`src/rtl/afe_capture_if.sv`:
```
// Pixel output stream: FWFT data with last flag and downstream ready.
interface afe_capture_if;
   logic [15:0] pix_data;
   logic        pix_valid;
   logic        pix_last;
   logic        pix_ready;

   modport master (output pix_data, pix_valid, pix_last, input pix_ready);
   modport slave  (input pix_data, pix_valid, pix_last, output pix_ready);
endinterface

```
`src/rtl/afe_capture.sv`:
```
// AFE line capture: samples the 8-bit DDR-style AFE bus on delayed adcclk
// edges, discards the ADC pipeline fill, and streams one line of 16-bit
// pixels through a 4-deep first-word-fall-through FIFO.
module afe_capture #(
   parameter int PIXELS     = 2592,
   parameter int PIPE_LAT   = 3,
   parameter int SAMPLE_DLY = 10
) (
   input  logic          clk,
   input  logic          rst_n,
   input  logic          adcclk,
   input  logic [7:0]    adc_data,
   input  logic          line_start,
   afe_capture_if.master pix,
   output logic          busy,
   output logic          overflow
);

   typedef enum logic [1:0] {IDLE, FLUSH, CAPTURE} state_t;

   localparam logic [4:0]  DLY    = 5'(SAMPLE_DLY);
   localparam logic [11:0] PIX_M1 = 12'(PIXELS - 1);
   localparam logic [11:0] LAT_M1 = 12'(PIPE_LAT - 1);

   logic        r_adcclk_d;
   logic [4:0]  r_dly;
   logic        r_dly_rise;
   logic [7:0]  r_hi;
   logic        r_hi_vld;
   state_t      r_state;
   logic [11:0] r_flush_cnt;
   logic [11:0] r_pix_cnt;
   logic [16:0] r_mem [4];
   logic [1:0]  r_wp;
   logic [1:0]  r_rp;
   logic [2:0]  r_cnt;
   logic        r_ovf;

   logic w_rise, w_fall, w_stb, w_stb_hi, w_stb_lo, w_done;
   logic w_push, w_last, w_pop, w_full, w_wr, w_valid;

   assign w_rise   = adcclk & ~r_adcclk_d;
   assign w_fall   = ~adcclk & r_adcclk_d;
   assign w_stb    = (r_dly == 5'd1);
   assign w_stb_hi = w_stb & r_dly_rise;
   assign w_stb_lo = w_stb & ~r_dly_rise;
   // A sample only completes if its high byte was seen in this line.
   assign w_done   = w_stb_lo & r_hi_vld;
   // A restart on the completing cycle discards the sample.
   assign w_push   = (r_state == CAPTURE) & w_done & ~line_start;
   assign w_last   = (r_pix_cnt == PIX_M1);
   assign w_valid  = (r_cnt != 3'd0);
   assign w_pop    = w_valid & pix.pix_ready;
   assign w_full   = (r_cnt == 3'd4);
   // At full, a same-cycle pop frees the slot being written.
   assign w_wr     = w_push & (~w_full | w_pop);

   assign pix.pix_valid = w_valid;
   assign pix.pix_data  = w_valid ? r_mem[r_rp][15:0] : 16'h0000;
   assign pix.pix_last  = w_valid & r_mem[r_rp][16];
   assign busy          = (r_state != IDLE);
   assign overflow      = r_ovf;

   // Edge detect and per-edge delay counter; free-running in every state.
   always_ff @(posedge clk or negedge rst_n) begin
      if (!rst_n) begin
         r_adcclk_d <= 1'b0;
         r_dly      <= '0;
         r_dly_rise <= 1'b0;
      end else begin
         r_adcclk_d <= adcclk;
         if (w_rise | w_fall) begin
            r_dly      <= DLY;
            r_dly_rise <= w_rise;
         end else if (r_dly != 5'd0) begin
            r_dly <= r_dly - 5'd1;
         end
      end
   end

   // High-byte latch; validity is dropped at line start and once consumed.
   always_ff @(posedge clk or negedge rst_n) begin
      if (!rst_n) begin
         r_hi     <= '0;
         r_hi_vld <= 1'b0;
      end else if (line_start) begin
         r_hi_vld <= 1'b0;
      end else if (w_stb_hi) begin
         r_hi     <= adc_data;
         r_hi_vld <= 1'b1;
      end else if (w_stb_lo) begin
         r_hi_vld <= 1'b0;
      end
   end

   // Line FSM: discard pipeline fill, then count PIXELS samples.
   always_ff @(posedge clk or negedge rst_n) begin
      if (!rst_n) begin
         r_state     <= IDLE;
         r_flush_cnt <= '0;
         r_pix_cnt   <= '0;
      end else if (line_start) begin
         r_state     <= (PIPE_LAT == 0) ? CAPTURE : FLUSH;
         r_flush_cnt <= '0;
         r_pix_cnt   <= '0;
      end else begin
         case (r_state)
            FLUSH: if (w_done) begin
               r_flush_cnt <= r_flush_cnt + 12'd1;
               if (r_flush_cnt == LAT_M1) r_state <= CAPTURE;
            end
            CAPTURE: if (w_done) begin
               // Counts even when the FIFO drops the sample.
               r_pix_cnt <= r_pix_cnt + 12'd1;
               if (w_last) r_state <= IDLE;
            end
            default: ;
         endcase
      end
   end

   // Output FIFO with sticky overflow on a dropped write.
   always_ff @(posedge clk or negedge rst_n) begin
      if (!rst_n) begin
         for (int i = 0; i < 4; i++) r_mem[i] <= '0;
         r_wp  <= '0;
         r_rp  <= '0;
         r_cnt <= '0;
         r_ovf <= 1'b0;
      end else begin
         if (w_wr) begin
            r_mem[r_wp] <= {w_last, r_hi, adc_data};
            r_wp        <= r_wp + 2'd1;
         end
         if (w_pop) r_rp <= r_rp + 2'd1;
         case ({w_wr, w_pop})
            2'b10:   r_cnt <= r_cnt + 3'd1;
            2'b01:   r_cnt <= r_cnt - 3'd1;
            default: ;
         endcase
         if (w_push & w_full & ~w_pop) r_ovf <= 1'b1;
      end
   end

endmodule

```
`src/flat_wrapper.sv`:
```
// flat-port wrapper written by rule: the top's interface ports become plain ports
module afe_capture_flat 
#(
   parameter int PIXELS     = 2592,
   parameter int PIPE_LAT   = 3,
   parameter int SAMPLE_DLY = 10
)
  (clk, rst_n, adcclk, adc_data, line_start, busy, overflow, pix_pix_data, pix_pix_valid, pix_pix_last, pix_pix_ready);
  afe_capture_if pix_i ();
  input  logic clk;
  input  logic rst_n;
  input  logic adcclk;
  input  logic [7:0] adc_data;
  input  logic line_start;
  output logic busy;
  output logic overflow;
  output wire logic [$bits(pix_i.pix_data)-1:0] pix_pix_data;
  output wire logic [$bits(pix_i.pix_valid)-1:0] pix_pix_valid;
  output wire logic [$bits(pix_i.pix_last)-1:0] pix_pix_last;
  input wire logic [$bits(pix_i.pix_ready)-1:0] pix_pix_ready;
  assign pix_pix_data = pix_i.pix_data;
  assign pix_pix_valid = pix_i.pix_valid;
  assign pix_pix_last = pix_i.pix_last;
  assign pix_i.pix_ready = pix_pix_ready;
  afe_capture #(.PIXELS(PIXELS), .PIPE_LAT(PIPE_LAT), .SAMPLE_DLY(SAMPLE_DLY)) u_core (.clk(clk), .rst_n(rst_n), .adcclk(adcclk), .adc_data(adc_data), .line_start(line_start), .pix(pix_i), .busy(busy), .overflow(overflow));
endmodule
```
`config.mk`:
```
export PLATFORM = sky130hd
export DESIGN_NAME = afe_capture_flat
export DESIGN_NICKNAME = d
export VERILOG_FILES = /design/src/rtl/afe_capture_if.sv /design/src/rtl/afe_capture.sv /design/src/flat_wrapper.sv
export SDC_FILE = /design/constraint.sdc
export NUM_CORES = 1
export LEC_CHECK = 0
export CAP_MARGIN = 20
export CORE_UTILIZATION = 41
export CTS_CLUSTER_SIZE = 28
export DETAILED_ROUTE_END_ITERATION = 10
export SLEW_MARGIN = 15
export SYNTH_ARGS = -nofsm -noshare
export SYNTH_HDL_FRONTEND = slang
export SYNTH_SLANG_ARGS = --single-unit
```
`constraint.sdc`:
```
create_clock -name clk -period 2.6 [get_ports clk]
set_clock_uncertainty 0.05 [all_clocks]
set_input_delay 0.39 -clock clk [delete_from_list [all_inputs] [get_ports clk]]
set_output_delay 0.39 -clock clk [all_outputs]
set_load 0.03 [all_outputs]
```
; Word-level counts from Yosys, hierarchy flattened
; Index checks and enable logic that the tools add are counted.
[word_totals]
output_inout_bits = 20
elab_cells = 100
register_bits = 118
[op_classes]
muxes = 25
addsub = 7
eq_ne = 12
n_bitwise = 22
reduce_logical = 15
order_cmp = 3
[op_table]
columns = cell, n
row1 = $mux 12, 6
row2 = $bwmux 68, 1
row3 = $mux 17, 3
row4 = $bmux 17 s2, 1
row5 = $demux 17 s2, 1
row6 = $add 12x1->12 const B, 2
row7 = $mux 16, 1
row8 = $and 1x1->1, 12
row9 = $eq 12x12->1 const B, 1
row10 = $eq 12x2->1 const B, 1
row11 = $ne 3x2->1 const B, 4
row12 = $reduce_bool 2->1, 6
row13 = $mux 2, 5
row14 = $mux 5, 2
row15 = $reduce_bool 3->1, 3
row16 = $ge 3x3->1 const B, 2
row17 = $not 1->1, 6
row18 = $not 2->3, 2
row19 = $pmux 3 s2, 1
row20 = $reduce_and 2->1, 3
row21 = $eq 5x1->1 const B, 1
row22 = $reduce_and 5->1, 1
row23 = $reduce_bool 5->1, 1
row24 = $sub 5x1->5 const B, 1
row25 = 11 further kinds, 17

; Logic depth before layout (Yosys ltp)
[depth]
depth_word = 8
ltp_mapped = 11
depth_no_buf = 10

; Least setup slack after synthesis
; OpenSTA, ideal clock, no wires.
[synth_timing]
path_type = reg-to-reg
startpoint = reg u_core.r_cnt[1]
endpoint = reg u_core.r_cnt[2]
path_stages_with_launch = 10
setup_ps = 79
arrival_time_ps = 1984
path_buffers = 0
slack_ps = 487
period_less_slack_ps = 2113
cell_sequence = dfrtp_1 > nor4b_2 > nor2_4 > nand3_1 > ha_1 > inv_1 > fa_1 > xor2_1 > nor2_1 > xor2_1
[synth_between]
elab_chain_len = 6
word_cells_on_any_way = 12
classes_between = add/sub: 2 / eq/ne: 3 / mux: 1 / bitwise: 4 / reduce/logical: 2
[synth_lines]
columns = item, line
row1 = "start, declared", afe_capture.sv:36  ; logic [2:0] r_cnt;
row2 = "start signal, assigned", afe_capture.sv:137  ; 2'b10: r_cnt <= r_cnt + 3'd1;
row3 = "start signal, assigned", afe_capture.sv:138  ; 2'b01: r_cnt <= r_cnt - 3'd1;
row4 = $reduce_bool 3->1 / $eq 3x3->1 (equally long branches), "afe_capture.sv:52, afe_capture.sv:54"
row5 = $and 1x1->1 / $not 1->1 (equally long branches), "afe_capture.sv:53, afe_capture.sv:56"
row6 = $or 1x1->1, afe_capture.sv:56  ; assign w_wr = w_push & (~w_full | w_pop);
row7 = $and 1x1->1, afe_capture.sv:56
row8 = $eq 2x1->1 / $eq 2x2->1 (equally long branches), afe_capture.sv:136  ; case ({w_wr, w_pop})
row9 = $pmux 3 s2 / $reduce_bool 2->1 (equally long branches), -
; Several ways; a longest one is shown, not always the timed one.
; A chain may end at the register's enable or synchronous reset.

; Final worst setup path
[layout_timing]
startpoint = reg u_core.r_rp[0]
endpoint = out pix_pix_data[12]
[layout_between]
elab_chain_len = 5
[layout_lines]
columns = item, line
row1 = "start, declared", afe_capture.sv:35  ; logic [1:0] r_rp;
row2 = "start signal, assigned", afe_capture.sv:135  ; if (w_pop) r_rp <= r_rp + 2'd1;
row3 = $not 2->3 (not written as such), afe_capture.sv:59  ; assign pix.pix_data = w_valid ? r_mem[r_rp][15:0] : 16'h0000;
row4 = $bmux 17 s2, afe_capture.sv:59
row5 = $mux 17 (not written as such) (2 in series), afe_capture.sv:59
row6 = $mux 16, afe_capture.sv:59
row7 = "end, declared", flat_wrapper.sv:17  ; output wire logic [$bits(pix_i.pix_data)-1:0] pix_pix_data;
; No other way between the ends. The select of a mux whose other input is x is not followed.

==> flow_summary.yaml <==
run_status:
  status: "complete, no violations"
clock_network:
  cts_htree_levels: 4
  cts-root-buf: "clkbuf_16"
  clk_pin_slew_worst_paths_ns: 0.05
  post_cts_buffers: 0
  clk_path_buf_depth: 2
  cts_buffers: 17
  insertion_delay_ns: 0.41
  cts_tree: "yes"
  clkSinkCount: 118
routing:
  drc: 0
  viasPerCell: 5.253
  num_vias: 3525
  routed_wl_um: 11400
  ant_nets: 0
  drt_pass1_iterations: 4
  drtIter0Drc: 184
  routedWlPerCell_um: 16.99
die:
  rows: 43
  start_util_pct: 42.19
  die_x_um: 121.8
  pin_count: 33
  core_area_mm2: 0.01393
  die_area_mm2: 0.01482
  die_y_um: 121.8
synth:
  synth_top_area_share_pct: 50.22
  synthTopCellsByArea: "dfrtp_1 50%, mux2_4 7.7%, mux2_2 7.5%, mux4_2 6.5%, ha_1 2.6%"
  avgSynthCellArea_um2: 13.67
  ys_seq_area_share_pct: 50.22
  netlist_area_mm2: 0.005879
  yosys_warnings: 0
  synthDistinctLibCells: 54
  synthTopCellsByCount: "118 x dfrtp_1, 39 x mux2_2, 30 x mux2_4"
  ys_ff_latch: 118
  synth_edf_count: 0
  synth_area_leader_cell: "dfrtp_1"
  syn_nets: 456
  yosysMostFrequentCell: "dfrtp_1"
  async_flop_share_pct: 100.0
  synth-main-ff-cell: "dfrtp_1"
  post_synth_inst_count: 430
critical_path:
  worstPathArrival_ns: 2.06
  r2r_slack_ns: 0.23
  path_buf_inv: 2
  start_kind: "flop"
  critPathRequiredTime_ns: 2.16
  path_cells: "buf_12, mux4_2, and2_1, dlygate4sd2_1"
  r2r_end: "u_core.r_mem[62]$_DFFE_PN0P_"
  crit_fanout: 14
  reg2reg_depth: 6
  path_class: "flop to output port"
  endpoint_kind: "output port"
  critPathMaxStageDelay_ns: 0.55
  crit_slowest_cell: "mux4_2"
  crit_family: "multiplexers"
  reg2reg_from: "u_core.r_dly[1]$_DFFE_PN0P_"
cells_and_area:
  fin_util_pct: 50.56
  nFillCells: 1179
  stdcell_count: 671
  regArea_mm2: 0.002953
  drive_gt1_share_pct: 30.96
  n_antenna_cell: 0
  multiInputGateArea_mm2: 0.002770
  post-route-cell-area_mm2: 0.007046
  area_delta_synth_final_pct: 19.83
  fin_nets: 504
grt:
  grt_overflow: 0
  antenna_found_initial: 0
  grt_max_degree: 46
  grt_pass1_vias: 3619
  grt_pass1_wl_um: 19060
  grtUsageTotal_pct: 17.39
timing:
  period_minus_slack_ns: 2.499
  max_freq_mhz: 400.1
  hold_ws_ns: 0.4146
  slew_headroom_pct: 57.96
  tns_ns: 0
  slew_viol_final: 0
  rsz0062_at_grt: "no"
  hold_violations: 0
  worst_pin_slew_ns: 0.6306
  period_share_pct: 96.13
  setup_viol: 0
worst_hold_path:
  hold_end: "u_core.r_adcclk_d$_DFF_PN0_"
  worstHoldStart: "adcclk"
  holdPathStages: 1
  worstHoldPathType: "input pin to flop"
power_and_ir_drop:
  power.density_mw_per_mm2: 735.5
  leakage_nw: 3.374
  peakVddDrop_v: 0.0004820
flow_run:
  max_cap_viol_count: 0
placed_design:
  dp_cells: 638
  place.gp.congestion: 0.7823
  dpl_cell_area_mm2: 0.006442
  dp_hpwl_um: 7295
  port-buffer-count: 32
[through the flow]
step | worst slack, ns | power [W]
floorplan | 0.4871 | 0.002517
global placement | 0.1120 | 0.002808
detailed placement | 0.01073 | 0.002825
CTS | 0.05533 | 0.005261
global route | 0.01264 | 0.005428
finish | 0.1006 | 0.005182
[placed cells by master, fill, tap and decap left out, types with 12 or more instances in the layout]
cell type,count
and2_1,22
dlygate4sd2_1,15
dfrtp_1,118
mux2_4,30
mux2_2,39
ha_1,12
xnor2_1,17
clkdlybuf4s50_1,14
clkbuf_16,17
nand2_1,18
inv_1,15
mux4_2,17
nor2_1,20
[layout make-up]
class	instances	area share, %
Multi-Input combinational cell	281	39.32
Timing Repair Buffer	45	6.091
Tap cell	180	3.197
Clock inverter	8	1.705
Sequential cell	118	41.91
Clock buffer	24	6.979
Inverter	15	0.7991
[layer usage]
metal  routed length (µm)  up-vias  GRT usage, %
li1                     -     1644             -
met1                 5578     1824         23.67
met2                 5361       46         26.20
met3                  309       11         4.635
met4                  153        0         7.176
met5                    0        -             0
[worst max-delay path by stage]
| stage | depth (start not counted) | from | end | slack (ns) |
|---|---|---|---|---|
| floorplan | 9 | u_core.r_cnt[1]$_DFFE_PN0P_ | u_core.r_cnt[2]$_DFFE_PN0P_ | 0.49 |
| global placement | 10 | pix_pix_ready | u_core.r_cnt[2]$_DFFE_PN0P_ | 0.11 |
| detailed placement | 10 | pix_pix_ready | u_core.r_cnt[2]$_DFFE_PN0P_ | 0.01 |
| CTS | 4 | u_core.r_rp[0]$_DFFE_PN0P_ | pix_pix_data[13] | 0.06 |
| global route | 4 | u_core.r_rp[0]$_DFFE_PN0P_ | pix_pix_data[4] | 0.01 |
| finish | 4 | u_core.r_rp[0]$_DFFE_PN0P_ | pix_pix_data[12] | 0.10 |
[what timing repair did]
| action | in CTS | in global routing |
|---|---|---|
| resized for setup | 17 | 2 |
| setup endpoints to repair | 17 | 1 |
| hold buffers | 1 | 0 |
| hold endpoints to repair | 42 | 0 |
[flip-flops by register name, indices dropped and copies added (netlist names)]
signal and cells:
u_core.overflow 1, u_core.r_dly_rise 1, u_core.r_wp 2, u_core.r_rp 2
u_core.r_flush_cnt 12, u_core.r_hi 8, u_core.r_pix_cnt 12, u_core.r_mem 68
u_core.r_adcclk_d 1, u_core.r_dly 5, u_core.r_cnt 3, u_core.r_state 2
u_core.r_hi_vld 1
[logic make-up (layout without fill, tap and decap cells)]
logic type               after synthesis  count (layout)  synth area share, %
AND/OR/NAND/NOR                      126             126                14.94
multiplexers                          97              97                23.75
buffers and inverters                 31              92                2.745
AO/OA/AOI/OAI                         25              25                2.469
XOR/XNOR                              20              20                2.979
adder cells (fa/ha/maj)               13              13                2.894
flip-flops                           118             118                50.22
[worst register-to-register path: stages, from the launching register on]
cell	delay [ns]
dfrtp_1	0.38
inv_1	0.10
ha_1	0.18
nor4b_4	0.26
and3_1	0.47
nand3_4	0.40
mux2_4	0.43
[where the power goes]
part	leakage (nW)	total (W)	switching [W]	internal, W
clock network	0.296	0.00240	0.000795	0.00160
registers	1.62	0.00205	0.000121	0.00192
logic	1.46	0.000739	0.000383	0.000356
Power figures use the tool's default switching activity.
